$ cat src/rtl/vga_pkg.sv
// Shared VGA timing definitions: default 800x600@60 constants and a
// per-axis timing record for describing additional video modes.
package vga_pkg;

    // One axis (horizontal or vertical) of a video mode, in pixels or lines.
    typedef struct packed {
        logic [15:0] active;
        logic [15:0] fp;
        logic [15:0] sync;
        logic [15:0] bp;
    } vga_timing_t;

    // 800x600@60 (40 MHz pixel clock), positive sync polarity.
    localparam int unsigned VGA_H_ACTIVE_DEF = 800;
    localparam int unsigned VGA_H_FP_DEF     = 40;
    localparam int unsigned VGA_H_SYNC_DEF   = 128;
    localparam int unsigned VGA_H_BP_DEF     = 88;
    localparam int unsigned VGA_V_ACTIVE_DEF = 600;
    localparam int unsigned VGA_V_FP_DEF     = 1;
    localparam int unsigned VGA_V_SYNC_DEF   = 4;
    localparam int unsigned VGA_V_BP_DEF     = 23;
    localparam bit          VGA_H_POL_DEF    = 1'b1;
    localparam bit          VGA_V_POL_DEF    = 1'b1;

    localparam vga_timing_t VGA_800X600_H = '{
        active: 16'd800, fp: 16'd40, sync: 16'd128, bp: 16'd88
    };
    localparam vga_timing_t VGA_800X600_V = '{
        active: 16'd600, fp: 16'd1, sync: 16'd4, bp: 16'd23
    };

    // Total period of one axis of a mode.
    function automatic int unsigned vga_axis_total(input vga_timing_t t);
        return int'(t.active) + int'(t.fp) + int'(t.sync) + int'(t.bp);
    endfunction

endpackage

$ cat src/rtl/vga_axis_counter.sv
// One timing axis: a wrapping position counter plus the active-region and
// sync-region decodes of its current count. Decodes are combinational so
// the caller decides where to register them.
module vga_axis_counter #(
    parameter int unsigned W          = 11,
    parameter int unsigned total      = 1056,
    parameter int unsigned sync_start = 840,
    parameter int unsigned sync_len   = 128,
    parameter int unsigned active     = 800,
    parameter bit          polarity   = 1'b1
) (
    input  logic         clk,
    input  logic         rst_n,
    input  logic         inc,
    output logic [W-1:0] count,
    output logic         wrap,
    output logic         in_active,
    output logic         sync
);

    // With active >= 1 and sync >= 1, every constant below is at most
    // total-1 and so fits W bits exactly. The sync test is written as an
    // offset compare so the end-of-sync bound (which may equal total when
    // the back porch is zero) is never formed in W bits.
    localparam logic [W-1:0] LAST       = W'(total - 1);
    localparam logic [W-1:0] SYNC_START = W'(sync_start);
    localparam logic [W-1:0] SYNC_LEN   = W'(sync_len);
    localparam logic [W-1:0] ACTIVE_END = W'(active);

    if (total > (1 << W)) begin : g_width_check
        $error("vga_axis_counter: total does not fit in W bits");
    end

    logic [W-1:0] count_q;
    logic [W-1:0] count_d;

    // Next count: advance on inc, wrapping from the last position to zero.
    always_comb begin
        wrap    = inc && (count_q == LAST);
        count_d = count_q;
        if (inc) begin
            count_d = wrap ? '0 : count_q + 1'b1;
        end
    end

    // Position register; reset parks on the last position so the first
    // advance after reset lands on zero.
    always_ff @(posedge clk or negedge rst_n) begin
        if (!rst_n) begin
            count_q <= LAST;
        end else begin
            count_q <= count_d;
        end
    end

    // Region decodes of the current position.
    always_comb begin
        in_active = (count_q < ACTIVE_END);
        sync      = ((count_q >= SYNC_START) && ((count_q - SYNC_START) < SYNC_LEN))
                    ? polarity : ~polarity;
    end

    assign count = count_q;

endmodule

$ cat src/rtl/vga_timing_gen.sv
// VGA raster timing generator. Position outputs come straight from the
// counters; RGB/HSYNC/VSYNC/DE are a one-ce-cycle registered view of the
// same position, so colour presented for (pix_x, pix_y) appears on RGB
// exactly one pixel later, aligned with its syncs and DE.
module vga_timing_gen
    import vga_pkg::*;
#(
    parameter int unsigned H_ACTIVE = VGA_H_ACTIVE_DEF,
    parameter int unsigned H_FP     = VGA_H_FP_DEF,
    parameter int unsigned H_SYNC   = VGA_H_SYNC_DEF,
    parameter int unsigned H_BP     = VGA_H_BP_DEF,
    parameter int unsigned V_ACTIVE = VGA_V_ACTIVE_DEF,
    parameter int unsigned V_FP     = VGA_V_FP_DEF,
    parameter int unsigned V_SYNC   = VGA_V_SYNC_DEF,
    parameter int unsigned V_BP     = VGA_V_BP_DEF,
    parameter bit          H_POL    = VGA_H_POL_DEF,
    parameter bit          V_POL    = VGA_V_POL_DEF,
    parameter int unsigned COLOR_W  = 3,
    localparam int unsigned H_TOTAL = H_ACTIVE + H_FP + H_SYNC + H_BP,
    localparam int unsigned V_TOTAL = V_ACTIVE + V_FP + V_SYNC + V_BP,
    localparam int unsigned XW      = $clog2(H_TOTAL),
    localparam int unsigned YW      = $clog2(V_TOTAL)
) (
    input  logic               clk,
    input  logic               rst_n,
    input  logic               ce,
    input  logic [COLOR_W-1:0] color,
    output logic [XW-1:0]      pix_x,
    output logic [YW-1:0]      pix_y,
    output logic               active,
    output logic               frame_start,
    output logic               line_start,
    output logic [COLOR_W-1:0] RGB,
    output logic               HSYNC,
    output logic               VSYNC,
    output logic               DE
);

    // A zero-width sync or visible region has no meaningful timing.
    if (H_SYNC == 0 || V_SYNC == 0 || H_ACTIVE == 0 || V_ACTIVE == 0) begin : g_param_check
        $error("vga_timing_gen: SYNC and ACTIVE parameters must be >= 1");
    end

    logic [XW-1:0] h_count;
    logic [YW-1:0] v_count;
    logic          h_wrap;
    logic          h_active;
    logic          h_sync;
    logic          v_active;
    logic          v_sync;
    logic          frame_wrap_unused;

    vga_axis_counter #(
        .W          (XW),
        .total      (H_TOTAL),
        .sync_start (H_ACTIVE + H_FP),
        .sync_len   (H_SYNC),
        .active     (H_ACTIVE),
        .polarity   (H_POL)
    ) u_h_counter (
        .clk       (clk),
        .rst_n     (rst_n),
        .inc       (ce),
        .count     (h_count),
        .wrap      (h_wrap),
        .in_active (h_active),
        .sync      (h_sync)
    );

    // The vertical axis advances once per line, on the horizontal wrap, so
    // its sync decode is inherently line-aligned.
    vga_axis_counter #(
        .W          (YW),
        .total      (V_TOTAL),
        .sync_start (V_ACTIVE + V_FP),
        .sync_len   (V_SYNC),
        .active     (V_ACTIVE),
        .polarity   (V_POL)
    ) u_v_counter (
        .clk       (clk),
        .rst_n     (rst_n),
        .inc       (h_wrap),
        .count     (v_count),
        .wrap      (frame_wrap_unused),
        .in_active (v_active),
        .sync      (v_sync)
    );

    logic [COLOR_W-1:0] rgb_q, rgb_d;
    logic               hsync_q, hsync_d;
    logic               vsync_q, vsync_d;
    logic               de_q, de_d;

    // Position-derived outputs, zero latency from the counters.
    always_comb begin
        pix_x       = h_count;
        pix_y       = v_count;
        active      = h_active && v_active;
        line_start  = (h_count == '0);
        frame_start = (h_count == '0) && (v_count == '0);
    end

    // Next values of the pixel pipeline stage; everything holds when ce=0.
    always_comb begin
        rgb_d   = rgb_q;
        hsync_d = hsync_q;
        vsync_d = vsync_q;
        de_d    = de_q;
        if (ce) begin
            rgb_d   = (h_active && v_active) ? color : '0;
            hsync_d = h_sync;
            vsync_d = v_sync;
            de_d    = h_active && v_active;
        end
    end

    // Pixel pipeline registers; reset drives blank video and idle syncs.
    always_ff @(posedge clk or negedge rst_n) begin
        if (!rst_n) begin
            rgb_q   <= '0;
            hsync_q <= ~H_POL;
            vsync_q <= ~V_POL;
            de_q    <= 1'b0;
        end else begin
            rgb_q   <= rgb_d;
            hsync_q <= hsync_d;
            vsync_q <= vsync_d;
            de_q    <= de_d;
        end
    end

    assign RGB   = rgb_q;
    assign HSYNC = hsync_q;
    assign VSYNC = vsync_q;
    assign DE    = de_q;

endmodule

$ cat config.mk
export PLATFORM = sky130hd
export DESIGN_NAME = vga_timing_gen
export DESIGN_NICKNAME = d
export VERILOG_FILES = /design/src/rtl/vga_pkg.sv /design/src/rtl/vga_axis_counter.sv /design/src/rtl/vga_timing_gen.sv
export SDC_FILE = /design/constraint.sdc
export NUM_CORES = 1
export LEC_CHECK = 0
export CAP_MARGIN = 5
export CORE_ASPECT_RATIO = 1.25
export CORE_MARGIN = 2
export CORE_UTILIZATION = 50
export DETAILED_ROUTE_END_ITERATION = 8
export GPL_TIMING_DRIVEN = 0
export PLACE_DENSITY_LB_ADDON = 0.2
export SYNTH_ARGS = -nofsm -noshare
export SYNTH_HDL_FRONTEND = slang
export SYNTH_SLANG_ARGS = --single-unit
$ cat constraint.sdc
create_clock -name clk -period 2.7 [get_ports clk]
set_clock_uncertainty 0.2 [all_clocks]
set_input_delay 0.405 -clock clk [delete_from_list [all_inputs] [get_ports clk]]
set_output_delay 0.405 -clock clk [all_outputs]
set_load 0.05 [all_outputs]
# Yosys cells after proc, flatten, opt, wreduce, memory -nomap -nowiden
# Cells that the tools add are included.
# word_totals
ff_bits,27
latch_bits,0
mem_bits_rw,0
rom_bits,0
inputBits,6
out_inout_bits,30
memories,0
# classes
addsub,4
multipliers,0
n_div,0
n_lt_le_gt_ge,6
n_eq_ne,2
n_shift,0
muxes,5
n_bitwise,0
reduce_logical,8
# ops
op,count
"11-bit by 1-bit adder with 11-bit output, second input constant",1
"11-bit equality test, second input constant",1
"11-bit by 10-bit >= comparator with 1-bit output, second input constant",1
11-bit zero test,1
"11-bit by 10-bit less-than comparator with 1-bit output, second input constant",1
"11-bit by 8-bit less-than comparator with 1-bit output, second input constant",1
11-bit 2-to-1 mux,1
"11-bit by 10-bit subtractor with 11-bit output, second input constant",1
"10-bit by 1-bit adder with 10-bit output, second input constant",1
"10-bit equality test, second input constant",1
"10-bit >= comparator, second input constant",1
10-bit zero test,1
"10-bit less-than comparator, second input constant",1
"10-bit by 3-bit less-than comparator with 1-bit output, second input constant",1
10-bit 2-to-1 mux,1
"10-bit subtractor, second input constant",1
1-bit logical AND,6
3-bit 2-to-1 mux,1
1-bit 2-to-1 mux,2

# Depth between registers and ports, before layout
# Gate-level depths: netlist (run 1).
# depth
ltp_word,4
depth_mapped,6

# Hierarchy
# Synthesis (run 1) repeated with hierarchy kept, for this count alone.
# hier_totals
cells_unflattened,163
area_unflattened_um2,1591.5
# modules_own_cells
module,instances,cells_per_inst,area_per_inst_um2
vga_axis_counter (u_v_counter),1,74,676.9
vga_axis_counter (u_h_counter),1,60,620.6
vga_timing_gen,1,29,294.0

# Worst setup path after synthesis (run 1)
# No wires, ideal clock.
# synth_path
path_kind,register -> output
from,reg u_h_counter.count_q[5] (netlist: u_h_counter.count[5])
to,out frame_start
arrival_time_ns,2.311
required_time_ns,2.095
path_slack_ns,-0.216
stages_incl_launch_ff,5
path_cell_list,dfrtp_1 > or3_4 > nor3_1 > and3_1 > and4_1
# synth_between
elab_chain_cells,2
# synth_lines
item,line,source
start: declaration,vga_axis_counter.sv:34,logic [W-1:0] count_q;
start signal: assignment,vga_axis_counter.sv:52,count_q <= count_d;
11-bit zero test,--,
net line_start,vga_timing_gen.sv:32,"output logic line_start,"
1-bit logical AND,vga_timing_gen.sv:100,frame_start = (h_count == '0) && (v_count == '0);
end: declaration,vga_timing_gen.sv:31,"output logic frame_start,"
# The timed path passes the listed nets, and every way through them passes these cells.

# Final worst setup path (run 1)
# layout_path
from,reg u_h_counter.count_q[5] (netlist: u_h_counter.count[5])
to,out frame_start
# layout_between
elab_chain_cells,2
# layout_lines
item,line
11-bit zero test,vga_timing_gen.sv:100
1-bit logical AND,vga_timing_gen.sv:100
# No other way between the ends.

==> results of run 1 <==
==> cells in the final DEF (no fill, tap or decap), drive strengths merged, types with 2 or more instances in the layout <==
master,n
clkdlybuf4s50,31
nand2,15
dfrtp,15
inv,14
nand3,12
dfstp,12
nor2,10
xor2,8
xnor2,7
clkbuf,7
buf,7
mux2i,6
and3,6
o22ai,5
ha,5
nor4,5
or3,5
o21ai,4
nor3,4
nand4,3
a2111oi,3
a21oi,2
and2,2
or4,2
and4,2
==> Yosys cell counts (2+ instances only) <==
library cell / count / share of area
dfstp_2: 12 / 0.20
nand2_1: 15 / 0.036
nand3_1: 12 / 0.038
or3_1: 3 / 0.012
and2_1: 2 / 0.0079
o22ai_1: 5 / 0.020
ha_1: 5 / 0.040
nor4_1: 3 / 0.012
clkbuf_1: 5 / 0.012
or4_1: 2 / 0.0095
inv_1: 14 / 0.033
xnor2_1: 7 / 0.039
and4_1: 2 / 0.011
nor4_2: 2 / 0.016
a21oi_1: 2 / 0.0063
buf_2: 2 / 0.0063
and3_1: 6 / 0.024
dfrtp_1: 15 / 0.24
or3_4: 2 / 0.014
nor3_1: 3 / 0.0095
mux2i_1: 6 / 0.038
nand4_1: 3 / 0.012
nor2_1: 10 / 0.024
a2111oi_0: 3 / 0.017
xor2_1: 8 / 0.044
o21ai_0: 4 / 0.013
==> metal layers <==
metal / vias to the layer above / GRT usage / part of all wire
met5: - / 0 / 0
met4: 0 / 0.0938 / 0.017
met1: 673 / 0.275 / 0.43
met2: 39 / 0.375 / 0.52
li1: 667 / - / -
met3: 6 / 0.0247 / 0.038
==> worst max-delay path, stage by stage (launching register included) <==
cell     delay [ns]
dfrtp_2        0.48
or3_4          0.41
nor3_2         0.13
and3_2         0.23
and4_2         0.23
buf_4          0.20
==> power by group <==
group	internal, uW	leakage [uW]	switching (uW)	total [uW]
Sequential	511	0.000327	96.1	607
Clock	55.7	0.0000177	125	181
Combinational	257	0.000531	480	737
==> timing repair <==
item | 4_1_cts | 5_1_grt
endpoints found under the setup margin | 3 | 3
cloned | 0 | 0
pin swaps | 0 | 0
resized for setup | 13 | 3
buffers inserted | 0 | 1
==> layout make-up <==
class	count	area [um^2]
fillers	244	957
multi-input cells	117	806
flip-flops and latches	27	692
repair buffers	36	357
inverters	14	52.6
well taps	36	45.0
plain buffers	7	36.3
clock buffers	3	22.5
clock inverters	1	5.00
==> state kept, by name, indices dropped and copies added (netlist names) <==
signal and flops:
u_h_counter.count 11, u_v_counter.count 10, RGB 3, DE 1, HSYNC 1, VSYNC 1
==> final timing paths <==
path | from | end | slack (ns) | cells past startpoint
max | u_h_counter.count[5] | frame_start | 0.08 | 5
max reg2reg | u_v_counter.count[4] | u_v_counter.count[9] | 0.43 | 5
min in group asynchronous | rst_n | DE | 0.28 | 1
max in group asynchronous | rst_n | u_v_counter.count[6] | 1.41 | 2
min reg2reg | u_h_counter.count[4] | u_h_counter.count[4] | 0.34 | 1
min | ce | u_h_counter.count[1] | 0.16 | 3
==> cell families after synthesis <==
group                      after synthesis  share of synthesized area
xor gates and xnor gates                15                     0.0831
DFF                                     27                      0.437
muxes                                    7                     0.0451
buffers and inverters                   22                     0.0585
and+or+nand+nor                         68                      0.239
adders and majority gates                5                     0.0396
AOI/OAI and AO/OA                       22                     0.0981
==> metrics by stage <==
| step | setup TNS (ns) | hold WS, ns | setup slack, ns | total power (uW) | utilization |
|---|---|---|---|---|---|
| floorplan | 0 | -0.0906 | 0.0436 | 1110 | - |
| global placement | -0.204 | 0.290 | -0.181 | 1330 | 0.662 |
| global route | 0 | 0.165 | 0.0141 | 1610 | 0.678 |
| finish | 0 | 0.158 | 0.0840 | 1520 | 0.678 |
| CTS | 0 | 0.143 | 0.00131 | 1530 | 0.672 |
| detailed placement | -0.256 | 0.310 | -0.222 | 1340 | 0.662 |
==> key figures, run 1 <==
Synthesis
  • Number of distinct library cells after synthesis: 39
  • Synth warn: 0
  • Synth async-reset ratio: 1.00
  • Post-synth EDFFs: 0
  • Seq cells post-synth: 27
  • Ys flop type: dfrtp_1
  • Cells after synthesis: 166
  • Synthesized Nets: 177
  • Mean Syn Cell Area: 9.53 um^2
  • Register area share after synthesis: 0.437
  • Synth Cell Area: 0.00158 mm^2

STA
  • Slew Viols, Final: 0
  • Count of final hold-check violations: 0
  • Slew of the pin with the lowest slew margin: 0.711 ns
  • Tcrit/Tclk final: 0.969
  • Fmax: 382 MHz
  • Final setup violation count: 0
  • Final min period: 2.62 ns
  • RSZ-0062 raised after global routing: false
  • Slew margin rel.: 0.524

Clock tree
  • Clock sink count: 27
  • Number of H-tree levels: 1
  • Clk_lat worst skew: 0.33 ns
  • TritonCTS clock tree: done
  • Hold Buf Count CTS: 0
  • TritonCTS Buffers: 3
  • Clk slew on worst S/H paths: 0.15 ns
  • Clk buf depth: 2
  • Clk root buf: clkbuf_4

Global route
  • First-pass GRT wire length: 5.93 mm
  • All-Layer GR Usage: 0.221
  • Total grt overflow: 0
  • Vias in the first global route: 1338
  • Largest net degree at the start of global routing: 28
  • Initial antenna violation count: 0

Critical path
  • Crit start category: flop
  • CP arrival: 2.01 ns
  • Worst Path Max Fanout: 7
  • Setup CP Type: flop to primary output
  • Crit path capture type: primary output
  • Critical Path RT: 2.10 ns

Run
  • MaxCap Viol Count: 0

Routing
  • Vias: 1385
  • Routed wire per std cell: 15.0 um
  • Final ANT Viol Nets: 0
  • Vias per std cell: 5.75
  • Initial DRT Pass Iterations: 4
  • DR iter-0 viols: 44
  • Routed Wire Length: 3.60 mm
  • Drc violations: 0

Floorplanning
  • Placeable Area: 0.00297 mm^2
  • Row cnt: 22
  • Die footprint: 0.00363 mm^2
  • Die Wd: 54.3 um
  • Io pins: 36
  • Die Y: 66.9 um
  • Initial Util: 0.532

Placement
  • PortBufs: 34
  • Gpl congestion: 0.886
  • Cell Area, Placed: 0.00197 mm^2
  • Cell Count Post-Placement: 236
  • Hpwl dp: 2.67 mm

Power and ir drop
  • Static Leakage: 0.000876 uW
  • Worst vdd ir: 0.000742 V
  • Pwr/cell area: 756 mW/mm^2

Finish
  • Final Non-Filler Cells: 241
  • Final #Nets: 217
  • Area Overhead vs Synth: 27.5%
  • N_diodes: 0
  • Post-Layout Inst Area: 0.00202 mm^2
  • Layout cells sized above 1: 0.171

Outcome
  • Status: complete, no violations

Hold path
  • Min-delay worst type: input port to flop
(Power assumes the default switching activity.)
==> run 2: changes to the inputs <==
SKIP_CTS_REPAIR_TIMING = 1   (was unset)
==> run 2 against run 1 <==
Effect of this change:
- clock-buffer cell count did not move
- die area is the same
- critical endpoint unchanged
- global-route usage barely moved
- largest cell class unchanged
==> key figures, run 2 (synthesis gave the netlist of run 1 again) <==
Clock tree
  • Clk slew on worst S/H paths: 0.15 ns (about the same)
  • TritonCTS Buffers: 3 (unchanged)
  • Clk_lat worst skew: 0.33 ns (about the same)
  • TritonCTS clock tree: done
  • Number of H-tree levels: 1 (unchanged)
  • Clock sink count: 27 (unchanged)
  • Clk buf depth: 2 (unchanged)
  • Clk root buf: clkbuf_4

Global route
  • Total grt overflow: 0 (unchanged)
  • Met1 Use GR: 0.275 (unchanged)
  • Grt peak-use layer: met2
  • All-Layer GR Usage: 0.221 (-0.000458)
  • Met3 Use GR: 0.0247 (unchanged)
  • First-pass GRT wire length: 5.92 mm (-0.24%)
  • Initial antenna violation count: 0 (unchanged)
  • M2 GR Usage: 0.373 (-0.00151)
  • Vias in the first global route: 1332 (-0.45%)
  • Largest net degree at the start of global routing: 28 (unchanged)

STA
  • Final min period: 2.61 ns (-0.00337 ns)
  • Final setup violation count: 0 (unchanged)
  • Tcrit/Tclk final: 0.968 (-0.00125)
  • Slew Viols, Final: 0 (unchanged)
  • RSZ-0062 raised after global routing: false
  • Fmax: 383 MHz (+0.13%)
  • Slew margin rel.: 0.524 (unchanged)
  • Count of final hold-check violations: 0 (unchanged)
  • Slew of the pin with the lowest slew margin: 0.711 ns (unchanged)

Power and ir drop
  • Worst vdd ir: 0.000742 V (unchanged)
  • Static Leakage: 0.000894 uW (+2.1%)
  • Pwr/cell area: 756 mW/mm^2 (about the same)

Critical path
  • Crit path capture type: primary output
  • Critical Path RT: 2.10 ns (about the same)
  • Worst Path Max Fanout: 7 (unchanged)
  • Crit start category: flop
  • Setup CP Type: flop to primary output
  • CP arrival: 2.01 ns (about the same)

Routing
  • Initial DRT Pass Iterations: 4 (unchanged)
  • Vias: 1387 (+0.14%)
  • Routed wire per std cell: 14.9 um (-0.19%)
  • Vias per std cell: 5.76 (+0.14%)
  • Final ANT Viol Nets: 0 (unchanged)
  • Routed Wire Length: 3.60 mm (-0.19%)
  • Drc violations: 0 (unchanged)
  • DR iter-0 viols: 41 (-6.8%)

Finish
  • Final #Nets: 217 (unchanged)
  • Fin util: 0.678 (about the same)
  • Layout cells sized above 1: 0.166 (-0.00488)
  • N_diodes: 0 (unchanged)
  • Most common cell after layout, fill and taps aside: clkdlybuf4s50_1
  • Fill count: 243 (-0.41%)
  • Area Overhead vs Synth: 27.5% (about the same)
  • Post-Layout Inst Area: 0.00202 mm^2 (about the same)
  • Most frequent cells in the layout: clkdlybuf4s50_1 (31), nand2_1 (15), dfrtp_1 (14), inv_1 (14)
  • Largest register FFs: 11 (unchanged)

Placement
  • Hpwl dp: 2.67 mm (unchanged)
  • Cell Area, Placed: 0.00197 mm^2 (unchanged)
  • Gpl congestion: 0.886 (unchanged)
  • PortBufs: 34 (unchanged)

Floorplanning
  • Placeable Area: 0.00297 mm^2 (unchanged)
  • Initial Util: 0.532 (unchanged)
  • Row cnt: 22 (unchanged)
  • Die footprint: 0.00363 mm^2 (unchanged)
  • Die Wd: 54.3 um (unchanged)
  • Die Y: 66.9 um (unchanged)
  • Io pins: 36 (unchanged)

Outcome
  • Status: complete, no violations

Run
  • MaxCap Viol Count: 0 (unchanged)

Hold path
  • Min-delay worst type: input port to flop
==> run 2: worst max-delay path, stage by stage, from the launching register on <==
cell and delay, ns:
dfrtp_2 0.48, or3_4 0.41, nor3_2 0.13, and3_2 0.22
and4_2 0.23, buf_4 0.20
==> run 2: layout make-up <==
type / instances / area (um^2) / area share
timing repair buffer: 36 / 358 / 0.177
sequential: 27 / 692 / 0.343
clock buffer: 3 / 22.5 / 0.0112
inverter: 14 / 52.6 / 0.0261
tap: 36 / 45.0 / 0.0223
clock inverter: 1 / 5.00 / 0.00248
buffer: 7 / 36.3 / 0.0180
multi-input combinational: 117 / 806 / 0.400
==> run 2: path summary, 6_finish.rpt <==
| path | slack, ns | from | cells after the start | to |
|---|---|---|---|---|
| setup / recovery | 0.09 | u_h_counter.count[5] | 5 | frame_start |
| hold / removal | 0.16 | ce | 3 | u_h_counter.count[1] |
| setup reg to reg | 0.43 | u_v_counter.count[4] | 5 | u_v_counter.count[9] |
| hold reg to reg | 0.34 | u_h_counter.count[4] | 1 | u_h_counter.count[4] |
| max in group asynchronous | 1.41 | rst_n | 2 | u_v_counter.count[6] |
| min in group asynchronous | 0.28 | rst_n | 1 | DE |
==> run 2: per-stage QoR <==
step	hold WS, ns	total power, uW	std cells	setup TNS, ns	setup slack [ns]
final	0.158	1520	241	0	0.0874
after global placement	0.290	1330	236	-0.204	-0.181
after detailed placement	0.310	1340	236	-0.256	-0.222
after CTS	0.143	1530	240	-1.45	-0.619
after floorplan	-0.0906	1110	166	0	0.0436
after global routing	0.165	1610	241	0	0.0141
==> run 2: report_power, final <==
part / switching [uW] / total, uW / internal (uW)
combinational: 479 / 736 / 257
clock: 125 / 181 / 55.7
sequential: 96.1 / 607 / 511
==> run 2: layer usage <==
metal,wire [um],part of all wire
met1,1530,0.43
met2,1860,0.52
met3,140,0.039
met4,61,0.017
met5,0,0
==> run 3: changes to the inputs <==
CORE_UTILIZATION = 25   (was 50)
TNS_END_PERCENT = 100   (was unset)
==> run 3 against run 2 <==
Effect of this change:
- clock power up 38%
- fmax about the same
- total power rose by 4.8%
- worst hold slack better by 0.075 ns
- global-route usage is 9.3 points lower
- sequential power is 0.8% higher
- critical endpoint unchanged
- largest cell class unchanged
- highest routed layer unchanged
==> key figures, run 3 (synthesis gave the netlist of run 1 again) <==
Placement
  • Place WS: -0.311 ns (-0.0889 ns)
  • Gpl congestion: 0.780 (-12%)
  • Cell Area, Placed: 0.00206 mm^2 (+4.5%)
  • PortBufs: 34 (unchanged)
  • Hpwl dp: 3.04 mm (+14%)

Routing
  • Vias: 1352 (-2.5%)
  • Routed wire per std cell: 14.1 um (-5.4%)
  • Vias per std cell: 4.68 (-19%)
  • Drc violations: 0 (unchanged)
  • Initial DRT Pass Iterations: 4 (unchanged)
  • Routed Wire Length: 4.08 mm (+13%)
  • Final ANT Viol Nets: 0 (unchanged)
  • DR iter-0 viols: 81 (+98%)

Global route
  • Vias in the first global route: 1373 (+3.1%)
  • All-Layer GR Usage: 0.128 (-0.0927)
  • First-pass GRT wire length: 6.92 mm (+17%)
  • Total grt overflow: 0 (unchanged)
  • Largest net degree at the start of global routing: 17 (-39%)
  • Initial antenna violation count: 0 (unchanged)

Floorplanning
  • Row cnt: 32 (+45%)
  • Placeable Area: 0.00617 mm^2 (+110%)
  • Die Y: 92.9 um (+39%)
  • Die footprint: 0.00698 mm^2 (+92%)
  • Die Wd: 75.1 um (+38%)
  • Io pins: 36 (unchanged)
  • Initial Util: 0.256 (-0.275)

STA
  • Slew of the pin with the lowest slew margin: 0.713 ns (+0.00184 ns)
  • Setup TNS: 0 ns (unchanged)
  • Final WS setup: 0.0853 ns (-0.00211 ns)
  • Tcrit/Tclk final: 0.968 (about the same)
  • Count of final hold-check violations: 0 (unchanged)
  • Final setup violation count: 0 (unchanged)
  • Fmax: 382 MHz (about the same)
  • Final min period: 2.61 ns (+0.00211 ns)
  • Slew margin rel.: 0.523 (-0.00123)
  • Slew Viols, Final: 0 (unchanged)
  • Hold_ws: 0.233 ns (+0.0753 ns)

Clock tree
  • TritonCTS clock tree: done
  • Number of H-tree levels: 1 (unchanged)
  • Clk_lat worst skew: 0.29 ns (-0.04 ns)
  • Clk slew on worst S/H paths: 0.11 ns (-0.04 ns)
  • Clk buf depth: 2 (unchanged)
  • Clk root buf: clkbuf_8
  • TritonCTS Buffers: 3 (unchanged)
  • Clock sink count: 27 (unchanged)

Finish
  • Final #Nets: 216 (-0.46%)
  • Fill count: 696 (+190%)
  • Most frequent cells in the layout: clkdlybuf4s50_1 (31), nand2_1 (15), dfrtp_1 (14), inv_1 (14)
  • Largest register FFs: 11 (unchanged)
  • N_diodes: 0 (unchanged)
  • Most common cell after layout, fill and taps aside: clkdlybuf4s50_1
  • Area Overhead vs Synth: 33.1%
  • Fin util: 0.341 (-0.337)
  • Layout cells sized above 1: 0.162 (-0.00409)
  • Post-Layout Inst Area: 0.00210 mm^2 (+4.3%)

Critical path
  • Critical path buffers and inverters: 1 (unchanged)
  • Worst R2R Start: u_v_counter.count[4]
  • Reg2Reg Setup Slack: 0.36 ns (-0.07 ns)
  • Setup CP Type: flop to primary output
  • CP arrival: 2.01 ns (about the same)
  • Max incr delay on CP: 0.47 ns (about the same)
  • Crit start category: flop
  • CP cell instances: or3_4 > nor3_2 > and3_2 > and4_2 > clkbuf_4
  • Worst Path Max Fanout: 7 (unchanged)
  • FF-to-FF End: u_v_counter.count[9]
  • Critical Path RT: 2.10 ns (about the same)
  • Crit path capture type: primary output
  • Worst reg2reg path depth: 5 (unchanged)
  • CP top delay family: simple AND/OR/NAND/NOR gates
  • Slowest-stage cell, CP: dfrtp_2

Power and ir drop
  • Static Leakage: 0.000898 uW (+0.38%)
  • Worst vdd ir: 0.000479 V (-35%)
  • Pwr/cell area: 759 mW/mm^2 (+0.48%)

Hold path
  • Min-delay worst type: input port to flop
  • HP Start: ce
  • Hold Path End: u_h_counter.count[1]
  • Hold path depth: 3 (unchanged)

Outcome
  • Status: complete, no violations

Run
  • MaxCap Viol Count: 0 (unchanged)
==> run 3: cell count changes in the layout (fill, tap and decap cells not counted), sizes merged <==
| cell | before | now |
|---|---|---|
| clkinvlp | 0 | 1 |
| buf | 7 | 5 |
| clkbuf | 7 | 8 |
| clkinv | 1 | 0 |
==> run 3: stage by stage <==
stage	instances	total power (uW)
2_1_floorplan	166	1110
3_3_place_gp	285	1360
3_5_place_dp	286	1360
4_1_cts	290	1620
5_1_grt	289	1700
6_report	289	1600
==> run 3: worst max path at each step <==
| stage | startpoint | to | slack [ns] | cells past startpoint |
|---|---|---|---|---|
| after floorplan | u_h_counter.count[5] | frame_start | 0.04 | 4 |
| after CTS | u_h_counter.count[5] | frame_start | -0.65 | 5 |
| after global placement | u_h_counter.count[5] | frame_start | -0.31 | 5 |
| after detailed placement | u_h_counter.count[5] | frame_start | -0.31 | 5 |
| after global routing | u_h_counter.count[5] | frame_start | -0.01 | 5 |
| final | u_h_counter.count[5] | frame_start | 0.09 | 5 |
==> run 3: final cells by class <==
| type | instances | area (um^2) | area share |
|---|---|---|---|
| multi-input combinational | 117 | 806 | 0.383 |
| sequential | 27 | 692 | 0.329 |
| timing repair buffer | 35 | 363 | 0.172 |
| tap | 85 | 106 | 0.0505 |
| inverter | 14 | 52.6 | 0.0250 |
| clock buffer | 3 | 41.3 | 0.0196 |
| buffer | 7 | 36.3 | 0.0172 |
| clock inverter | 1 | 7.51 | 0.00357 |
==> run 3: worst min-delay path, delay by kind of cell <==
family          cells  cell delay [ns]
compound gates      1             0.06
buf+inv             1             0.17
simple gates        1             0.08
==> run 3: report_power, final <==
group	switching (uW)	leakage, uW	internal (uW)
Clock	144	0.0000217	105
Sequential	100	0.000327	511
Combinational	486	0.000549	252
==> run 3: layer usage <==
layer	vias to the layer above	GRT usage	wire (um)
li1	665	-	-
met1	651	0.178	1910
met2	29	0.197	1960
met3	7	0.0163	121
met4	0	0.0526	89
met5	-	0	0
